`config.mk`:
```
export PLATFORM = sky130hd
export DESIGN_NAME = sms_cart_ctrl
export DESIGN_NICKNAME = d
export VERILOG_FILES = /design/src/rtl/sms_cart_ctrl.sv
export SDC_FILE = /design/constraint.sdc
export NUM_CORES = 1
export LEC_CHECK = 0
export CORE_UTILIZATION = 53
export DETAILED_ROUTE_END_ITERATION = 8
export GPL_ROUTABILITY_DRIVEN = 0
export PLACE_DENSITY = 0.88
export SYNTH_ARGS = -nofsm -noshare
export SYNTH_HDL_FRONTEND = slang
export SYNTH_SLANG_ARGS = --single-unit
export TNS_END_PERCENT = 1
```
`constraint.sdc`:
```
create_clock -name MCLK -period 2.72 [get_ports MCLK]
set_clock_uncertainty 0.15 [all_clocks]
set_input_delay 0.408 -clock MCLK [delete_from_list [all_inputs] [get_ports MCLK]]
set_output_delay 0.408 -clock MCLK [all_outputs]
set_load 0.005 [all_outputs]
```
`src/rtl/sms_cart_ctrl.sv`:
```
// Master System cartridge controller: Sega mapper registers, Z80 cart-cycle decode,
// and arbitration of Z80 and host-loader accesses onto one req/ack byte memory.
module sms_cart_ctrl #(
    parameter int                ROM_AW   = 19,
    parameter int                MEM_AW   = 22,
    parameter logic [MEM_AW-1:0] RAM_BASE = 'h3F8000
) (
    input  logic              MCLK,
    input  logic              RESET,
    input  logic [15:0]       ADDRESS,
    input  logic [7:0]        DATA_i,
    input  logic              MREQ,
    input  logic              RD,
    input  logic              WR,
    input  logic              CE3,
    output logic [7:0]        DATA_o,
    output logic              DATA_d,
    input  logic              host_wr,
    input  logic [MEM_AW-1:0] host_addr,
    input  logic [7:0]        host_data,
    output logic              host_busy,
    output logic              mem_req,
    output logic              mem_we,
    output logic [MEM_AW-1:0] mem_addr,
    output logic [7:0]        mem_wdata,
    input  logic              mem_ack,
    input  logic [7:0]        mem_rdata
);

    typedef enum logic [1:0] {IDLE, ZRD, ZWR, HWR} state_e;

    state_e            state_q, state_d;
    logic [7:0]        map_q [4];
    logic [7:0]        map_d [4];
    logic              map_seen_q, map_seen_d;
    logic              served_q, served_d;
    logic              valid_q, valid_d;
    logic              aborted_q, aborted_d;
    logic              pend_q, pend_d;
    logic              busy_q, busy_d;
    logic              mem_we_q, mem_we_d;
    logic [MEM_AW-1:0] mem_addr_q, mem_addr_d;
    logic [7:0]        mem_wdata_q, mem_wdata_d;
    logic [7:0]        data_o_q, data_o_d;
    logic [MEM_AW-1:0] host_addr_q, host_addr_d;
    logic [7:0]        host_data_q, host_data_d;

    logic              map_we, start, cart_ram;
    logic [7:0]        bank_sel;
    logic [MEM_AW-1:0] cart_addr;
    logic              unused_bits;

    assign map_we   = ~MREQ & ~WR & (ADDRESS >= 16'hFFFC) & ~map_seen_q;
    assign start    = ~CE3 & ~MREQ & (~RD | ~WR) & ~served_q & (ADDRESS < 16'hC000);
    assign cart_ram = (ADDRESS[15:14] == 2'b10) & map_q[0][3];

    // Address translation; bank numbers keep only the bits that address the ROM.
    always_comb begin
        case (ADDRESS[15:14])
            2'b00:   bank_sel = map_q[1];
            2'b01:   bank_sel = map_q[2];
            default: bank_sel = map_q[3];
        endcase
        if (cart_ram)
            cart_addr = RAM_BASE + MEM_AW'({map_q[0][2], ADDRESS[13:0]});
        else if (ADDRESS[15:10] == 6'd0)
            cart_addr = MEM_AW'(ADDRESS[9:0]);
        else
            cart_addr = MEM_AW'({bank_sel[ROM_AW-15:0], ADDRESS[13:0]});
    end

    // The register takes the data present on the first edge of a write strobe only.
    always_comb begin
        map_d = map_q;
        if (map_we)
            map_d[ADDRESS[1:0]] = DATA_i;
        map_seen_d = ~WR & (map_seen_q | map_we);
    end

    // NOTE: every always_comb output gets its hold value first so no path infers a latch.
    always_comb begin
        state_d     = state_q;
        served_d    = served_q & ~(RD & WR);
        valid_d     = valid_q & ~RD;
        aborted_d   = aborted_q;
        pend_d      = pend_q;
        busy_d      = busy_q;
        mem_we_d    = mem_we_q;
        mem_addr_d  = mem_addr_q;
        mem_wdata_d = mem_wdata_q;
        data_o_d    = data_o_q;
        host_addr_d = host_addr_q;
        host_data_d = host_data_q;

        if (host_wr && !busy_q) begin
            host_addr_d = host_addr;
            host_data_d = host_data;
            pend_d      = 1'b1;
            busy_d      = 1'b1;
        end

        case (state_q)
            IDLE: begin
                if (start) begin
                    served_d  = 1'b1;
                    aborted_d = 1'b0;
                    if (!RD) begin
                        state_d    = ZRD;
                        mem_we_d   = 1'b0;
                        mem_addr_d = cart_addr;
                    end else if (cart_ram) begin
                        state_d     = ZWR;
                        mem_we_d    = 1'b1;
                        mem_addr_d  = cart_addr;
                        mem_wdata_d = DATA_i;
                    end
                end else if (pend_q) begin
                    state_d     = HWR;
                    pend_d      = 1'b0;
                    mem_we_d    = 1'b1;
                    mem_addr_d  = host_addr_q;
                    mem_wdata_d = host_data_q;
                end
            end
            ZRD, ZWR: begin
                // A strobe that ended early still lets the access finish, but its data is dropped.
                if (RD && WR)
                    aborted_d = 1'b1;
                if (mem_ack) begin
                    state_d = IDLE;
                    if (state_q == ZRD && !aborted_q && !RD) begin
                        data_o_d = mem_rdata;
                        valid_d  = 1'b1;
                    end
                end
            end
            HWR: begin
                if (mem_ack) begin
                    state_d = IDLE;
                    busy_d  = 1'b0;
                end
            end
            default: state_d = IDLE;
        endcase
    end

    // NOTE: all state uses non-blocking assignments so every flop samples pre-edge values.
    always_ff @(posedge MCLK or negedge RESET) begin
        if (!RESET) begin
            state_q     <= IDLE;
            map_q[0]    <= 8'h00;
            map_q[1]    <= 8'h00;
            map_q[2]    <= 8'h01;
            map_q[3]    <= 8'h02;
            map_seen_q  <= 1'b0;
            served_q    <= 1'b0;
            valid_q     <= 1'b0;
            aborted_q   <= 1'b0;
            pend_q      <= 1'b0;
            busy_q      <= 1'b0;
            mem_we_q    <= 1'b0;
            mem_addr_q  <= '0;
            mem_wdata_q <= 8'h00;
            data_o_q    <= 8'h00;
            host_addr_q <= '0;
            host_data_q <= 8'h00;
        end else begin
            state_q     <= state_d;
            map_q       <= map_d;
            map_seen_q  <= map_seen_d;
            served_q    <= served_d;
            valid_q     <= valid_d;
            aborted_q   <= aborted_d;
            pend_q      <= pend_d;
            busy_q      <= busy_d;
            mem_we_q    <= mem_we_d;
            mem_addr_q  <= mem_addr_d;
            mem_wdata_q <= mem_wdata_d;
            data_o_q    <= data_o_d;
            host_addr_q <= host_addr_d;
            host_data_q <= host_data_d;
        end
    end

    assign mem_req   = (state_q != IDLE);
    assign mem_we    = mem_we_q;
    assign mem_addr  = mem_addr_q;
    assign mem_wdata = mem_wdata_q;
    assign DATA_o    = data_o_q;
    assign DATA_d    = ~valid_q;
    assign host_busy = busy_q;

    assign unused_bits = ^{map_q[0][7:4], map_q[0][1:0], bank_sel};

endmodule

```
==> results_dict.tcl, run 1 <==
set metrics [dict create \
    max_stage_delay_ns 0.55 \
    p_leak_uw 0.00252 \
    dp_slack_ns 0.139 \
    die_x_um 92.1 \
    slowest_stage "clkdlybuf4s50_1" \
    p_comb_share_pct 38.7 \
    timing.fmax_mhz 412 \
    clkSlewWorstSetupHoldPaths_ns 0.08 \
    cts_htree_levels 3 \
    portBuffers 111 \
    initial_core_util_pct 55.2 \
    p_switching_uw 1490 \
    synth.ff_latch_count 94 \
    yosysWarnings 0 \
    synthTopCellsByArea "dfrtp_1 (53%), mux2_2 (28%), mux2i_1 (1.6%), buf_6 (1.3%), dfstp_2 (1.2%)" \
    yosysTopAreaCell "dfrtp_1" \
    fin_ws_ns 0.293 \
    drive_gt1_share_pct 32.2 \
    setup_viol 0 \
    synth_ff_type "dfrtp_1" \
    vias 3025 \
    die_h_um 92.1 \
    cts-root-buf "clkbuf_8" \
    cp.required_ns 2.16 \
    syn_area_um2 4310 \
    slew_headroom_pct 59.9 \
    fillers 510 \
    area_growth_pct 35.1 \
    drc 0 \
    avgViaCountPerCell 5.57 \
    path_max_fanout 6 \
    grt_max_degree 41 \
    period_share_pct 89.2 \
    holdWs_ns 0.353 \
    drt-initial-drc-count 161 \
    syn_area_per_cell_um2 13.8 \
    dr.max_layer_used "met4" \
    clk_latency_ns 0.36 \
    cellPowerDensity_nw_per_um2 917 \
    final_hold_viol_count 0 \
    num_antenna_cells 0 \
    fin_nets 510 \
    cp.arrival_ns 1.87 \
    grt_setup_unrepaired "no" \
    cts-buffers-inserted 9 \
    crit_top_cell "inv_1" \
    fp.dieArea_um2 8490 \
    cts_hold_buf 1 \
    period_minus_slack_ns 2.43 \
    routed_wl_um 9730 \
    cts_setup_buffers 0 \
    routed-wl-met3_um 580 \
    crit_chain "inv_1, ha_1, inv_1, clkdlybuf4s50_1" \
    clockBufferDepth 2 \
    min_path_cells 1 \
    p_clk_share_pct 18.9 \
    ys_types 39 \
    worst_pin_slew_ns 0.597 \
    swShare_pct 28.0 \
    p_int_uw 3840 \
    wl_per_cell_um 17.9 \
    core.rowCount 32 \
    slew_violations 0 \
    setup-tns-final_ns 0 \
    wl_met1_um 4020 \
    drt_first_pass_iters 5 \
    async_flop_share_pct 100 \
    tritoncts "yes" \
    p_seq_share_pct 42.4 \
    grt_pass1_vias 3250 \
    synth_edf_count 0 \
    final_antenna_net_count 0 \
    dpl.cell_count 526 \
    ys_seq_area_share_pct 54.7 \
    cts_sinks 94 \
    wl_met2_um 4880 \
    syn_nets 386 \
    core-area_um2 7810 \
    hold_class "flop to flop" \
    cts_resized 0 \
    start_kind "flop" \
    yosysTopAreaCellShare_pct 53.5 \
    layout.cells.non_filler 543 \
    num_io_pins 112 \
    grt_pass1_wl_um 15800 \
    grt_usage_pct 24.4 \
    syn_inst 312 \
    end_kind "output pin" \
    critical_path_class "flop to output pin" \
    ir_worst_vdd_mv 0.518 \
    status "completed" \
    worstRegToRegCells 5 \
    antenna_found_initial 0 \
    max_cap_violations 0 \
    grt_overflow 0 \
    hpwl_um 7060 \
]
==> worst paths after layout <==
check | startpoint | to | slack [ns]
worst min-delay path | map_q[11]$_DFFE_PN0P_ | map_q[11]$_DFFE_PN0P_ | 0.35
min in group asynchronous | RESET | mem_addr[9]$_DFFE_PN0P_ | 0.41
worst min register to register | map_q[11]$_DFFE_PN0P_ | map_q[11]$_DFFE_PN0P_ | 0.35
max in group asynchronous | RESET | map_q[1]$_DFFE_PN1P_ | 1.35
worst max register to register | served_q$_DFF_PN0_ | mem_addr[1]$_DFFE_PN0P_ | 0.76
worst max-delay path | state_q[0]$_DFFE_PN0P_ | mem_req | 0.29
==> power groups by stage <==
stage | Clock (uW) | Combinational (uW) | Sequential (uW)
floorplan | 0 | 1110 | 2220
global placement | 0 | 1990 | 2250
detailed placement | 0 | 2070 | 2280
CTS | 1020 | 2080 | 2260
global route | 1080 | 2220 | 2330
finish | 1010 | 2060 | 2260
==> cell usage after synthesis, types with 2 or more instances <==
master	number
clkbuf_1	3
nor3_1	5
a21oi_1	6
a21o_1	3
buf_6	5
mux2i_1	7
ha_1	4
nor4b_1	2
nand3_1	3
buf_2	2
a31oi_1	3
nor2b_1	2
nor2_1	6
and3_1	2
dfrtp_1	92
inv_1	11
a211oi_1	2
o311ai_0	4
a21oi_2	2
o21ai_0	10
dfstp_2	2
mux2_2	107
nand4b_1	3
buf_4	2
nand4_1	4
nand2_1	7
==> layer usage <==
layer / up-vias / track usage, %
met5: - / 0
met4: 0 / 11.1
met3: 27 / 4.56
met2: 121 / 42.5
met1: 1487 / 29.1
li1: 1390 / -
==> cells in the final DEF, fill, tap and decap left out, types with 4 or more instances in the layout <==
| cell | instances |
|---|---|
| a21oi_1 | 6 |
| buf_4 | 11 |
| clkbuf_8 | 10 |
| clkdlybuf4s50_1 | 110 |
| dfrtp_1 | 92 |
| ha_1 | 4 |
| inv_1 | 11 |
| mux2_2 | 107 |
| mux2i_1 | 7 |
| nand2_1 | 7 |
| nand4_1 | 4 |
| nor2_1 | 6 |
| nor3_1 | 5 |
| o21ai_0 | 10 |
| o311ai_0 | 4 |
==> cell type report <==
cell class / instances / area, um^2 / share of cell area [%]
sequential: 94 / 2350 / 40.5
clock buffer: 12 / 145 / 2.49
timing repair buffer: 125 / 1250 / 21.5
multi-input combinational: 195 / 1830 / 31.4
tap: 102 / 128 / 2.19
clock inverter: 4 / 70.1 / 1.20
inverter: 11 / 41.3 / 0.710
==> cell families (layout without fill, tap and decap cells) <==
group	Yosys count	count (layout)	share of synthesized area, %
mux	114	114	29.6
fa+ha+maj	4	4	1.16
simple gates	38	38	4.94
compound gates	39	39	6.51
buf+inv	23	152	3.11
flops	94	94	54.7
==> stage by stage <==
stage	utilization [%]	total power, uW	cell area [um^2]
2_1_floorplan	-	3330	4310
3_3_place_gp	71.6	4250	5590
5_1_grt	74.5	5630	5820
6_report	74.5	5330	5820
3_5_place_dp	71.6	4350	5590
4_1_cts	74.5	5370	5820
==> worst max-delay path: cells and delay by family, from the launching register on <==
family / cells / cell delay (ns)
buffers and inverters: 3 / 0.84
adders and majority gates: 1 / 0.27
DFF: 1 / 0.41
==> state kept, by name (all words and copies together), names as in the netlist, 2 cells and up <==
signal       cells
DATA_o           8
host_addr_q     22
host_data_q      8
map_q           17
mem_addr        22
mem_wdata        8
state_q          2
No activity file was read; power rests on OpenSTA's default activity.
==> run 2, diff against run 1 <==
CORE_UTILIZATION = 49   (was 53)
PLACE_DENSITY = 0.82   (was 0.88)
clock period = 2.6 ns   (was 2.72 ns; I/O delays follow)
==> run 2 against run 1 <==
Clock power decreased by 7%. Design area down 0.28%. Combinational power is 5% higher. Setup slack got worse by 0.12 ns. Routed wire length fell by 2.3%. Die area increased by 8.0%. First-iteration DRC count is 1.2% lower. Non-clock buffer count is 1 higher. Utilization shrank 5.0 points. Flip-flop and latch count did not move. Via count rose by 0.33%. Hold slack gained 0.0039 ns. Critical path type unchanged. Largest cell class unchanged. Largest power group unchanged.
==> results_dict.tcl, run 2 (synthesis results as in run 1) <==
set metrics [dict create \
    status "completed" \
    post_dp_cell_area_um2 5600 \
    period_minus_slack_ns 2.42 \
    num_io_pins 112 \
    final_common_cell "clkdlybuf4s50_1" \
    p_int_uw 3900 \
    p_seq_share_pct 43.3 \
    worst_pin_slew_ns 0.504 \
    final_antenna_net_count 0 \
    path_max_fanout 6 \
    avgViaCountPerCell 5.56 \
    cellPowerDensity_nw_per_um2 941 \
    die_h_um 95.8 \
    p_leak_uw 0.00251 \
    area_growth_pct 34.7 \
    critPathCapture "mem_req" \
    crit_top_cell "inv_1" \
    clockBufferDepth 2 \
    clkSlewWorstSetupHoldPaths_ns 0.08 \
    slowest_stage "clkdlybuf4s50_1" \
    grt_setup_unrepaired "no" \
    p_switching_uw 1560 \
    cts_resized 0 \
    hold_class "flop to flop" \
    initial_core_util_pct 51.6 \
    timing.fmax_mhz 413 \
    cts-buffers-inserted 9 \
    cts_sinks 94 \
    drive_gt1_share_pct 32.4 \
    slew_violations 0 \
    p_clk_share_pct 17.2 \
    grt_pass1_vias 3151 \
    fin_nets 511 \
    die_x_um 95.8 \
    critical_path_class "flop to output pin" \
    cp.required_ns 2.06 \
    max_cap_violations 0 \
    grt_overflow 0 \
    grt_usage_pct 22.5 \
    period_share_pct 93.2 \
    ff2ff_setup_slack_ns 0.61 \
    drt-initial-drc-count 159 \
    drc 0 \
    crit_cells 4 \
    dp_slack_ns 0.0382 \
    clk_latency_ns 0.35 \
    grt_pass1_wl_um 15400 \
    p_comb_share_pct 39.5 \
    cp.arrival_ns 1.88 \
    tritoncts "yes" \
    fin_ws_ns 0.176 \
    fp.dieArea_um2 9170 \
    crit_chain "inv_1, ha_1, inv_1, clkdlybuf4s50_1" \
    setup_viol 0 \
    ir_worst_vdd_mv 0.558 \
    end_kind "output pin" \
    reg2reg_to "mem_addr[17]$_DFFE_PN0P_" \
    swShare_pct 28.5 \
    path_delay_family "buffers and inverters" \
    setup-tns-final_ns 0 \
    max_stage_delay_ns 0.55 \
    portBuffers 111 \
    holdWs_ns 0.357 \
    final_hold_viol_count 0 \
    core.rowCount 33 \
    finish.utilization_pct 69.6 \
    crit_buf_inv 3 \
    slew_headroom_pct 66.4 \
    grt_max_degree 56 \
    r2r-start "served_q$_DFF_PN0_" \
    worstRegToRegCells 5 \
    startpoint "state_q[0]$_DFFE_PN0P_" \
    num_antenna_cells 0 \
    fin_area_um2 5800 \
    hpwl_um 7020 \
    core-area_um2 8340 \
    routed_wl_um 9500 \
    start_kind "flop" \
    cts_htree_levels 3 \
    cts-root-buf "clkbuf_8" \
    wl_per_cell_um 17.4 \
    antenna_found_initial 0 \
    vias 3035 \
    drt_first_pass_iters 4 \
    layout_common_cells "clkdlybuf4s50_1 (110), mux2_2 (107), dfrtp_1 (92), buf_4 (12), inv_1 (11)" \
]
## run 2: power by group through the flow
stage / clock [uW] / sequential, uW / combinational, uW
floorplan: 0 / 2330 / 1160
global placement: 0 / 2370 / 2100
detailed placement: 0 / 2390 / 2170
CTS: 965 / 2370 / 2180
global route: 1010 / 2430 / 2350
finish: 940 / 2370 / 2160
## run 2: cell type report
class / count / area [um^2]
inverter: 11 / 41.3
sequential: 94 / 2350
fill: 610 / 2540
tap: 105 / 131
timing repair buffer: 126 / 1260
clock inverter: 5 / 60.1
multi-input combinational: 195 / 1830
clock buffer: 10 / 128
## run 2: worst min-delay path by stage
stage,end,cells after the start,slack (ns),from
after global routing,map_q[0]$_DFFE_PN0P_,1,0.37,map_q[0]$_DFFE_PN0P_
after global placement,host_addr_q[11]$_DFFE_PN0P_,1,0.24,RESET
after CTS,map_q[0]$_DFFE_PN0P_,1,0.36,map_q[0]$_DFFE_PN0P_
after floorplan,DATA_o[0]$_DFFE_PN0P_,0,-0.06,RESET
final,host_addr_q[5]$_DFFE_PN0P_,1,0.36,host_addr_q[5]$_DFFE_PN0P_
after detailed placement,host_addr_q[12]$_DFFE_PN0P_,1,0.24,RESET
## run 2: timing repair
item | in CTS | in global routing
buffers inserted | 0 | 0
hold endpoints to repair | 39 | 0
hold buffers | 1 | 0
## run 2: through the flow
stage / total power, uW / cells
floorplan: 3480 / 312
global placement: 4470 / 530
detailed placement: 4570 / 530
CTS: 5510 / 546
global route: 5800 / 546
finish: 5460 / 546
## run 2: layer usage
metal | global-route usage, % | up-vias | part of all wire (%)
met2 | 38.6 | 101 | 50
met3 | 6.87 | 10 | 6.7
met4 | 5.72 | 0 | 0.54
met5 | 0 | - | 0
met1 | 27.7 | 1524 | 42
li1 | - | 1400 | -
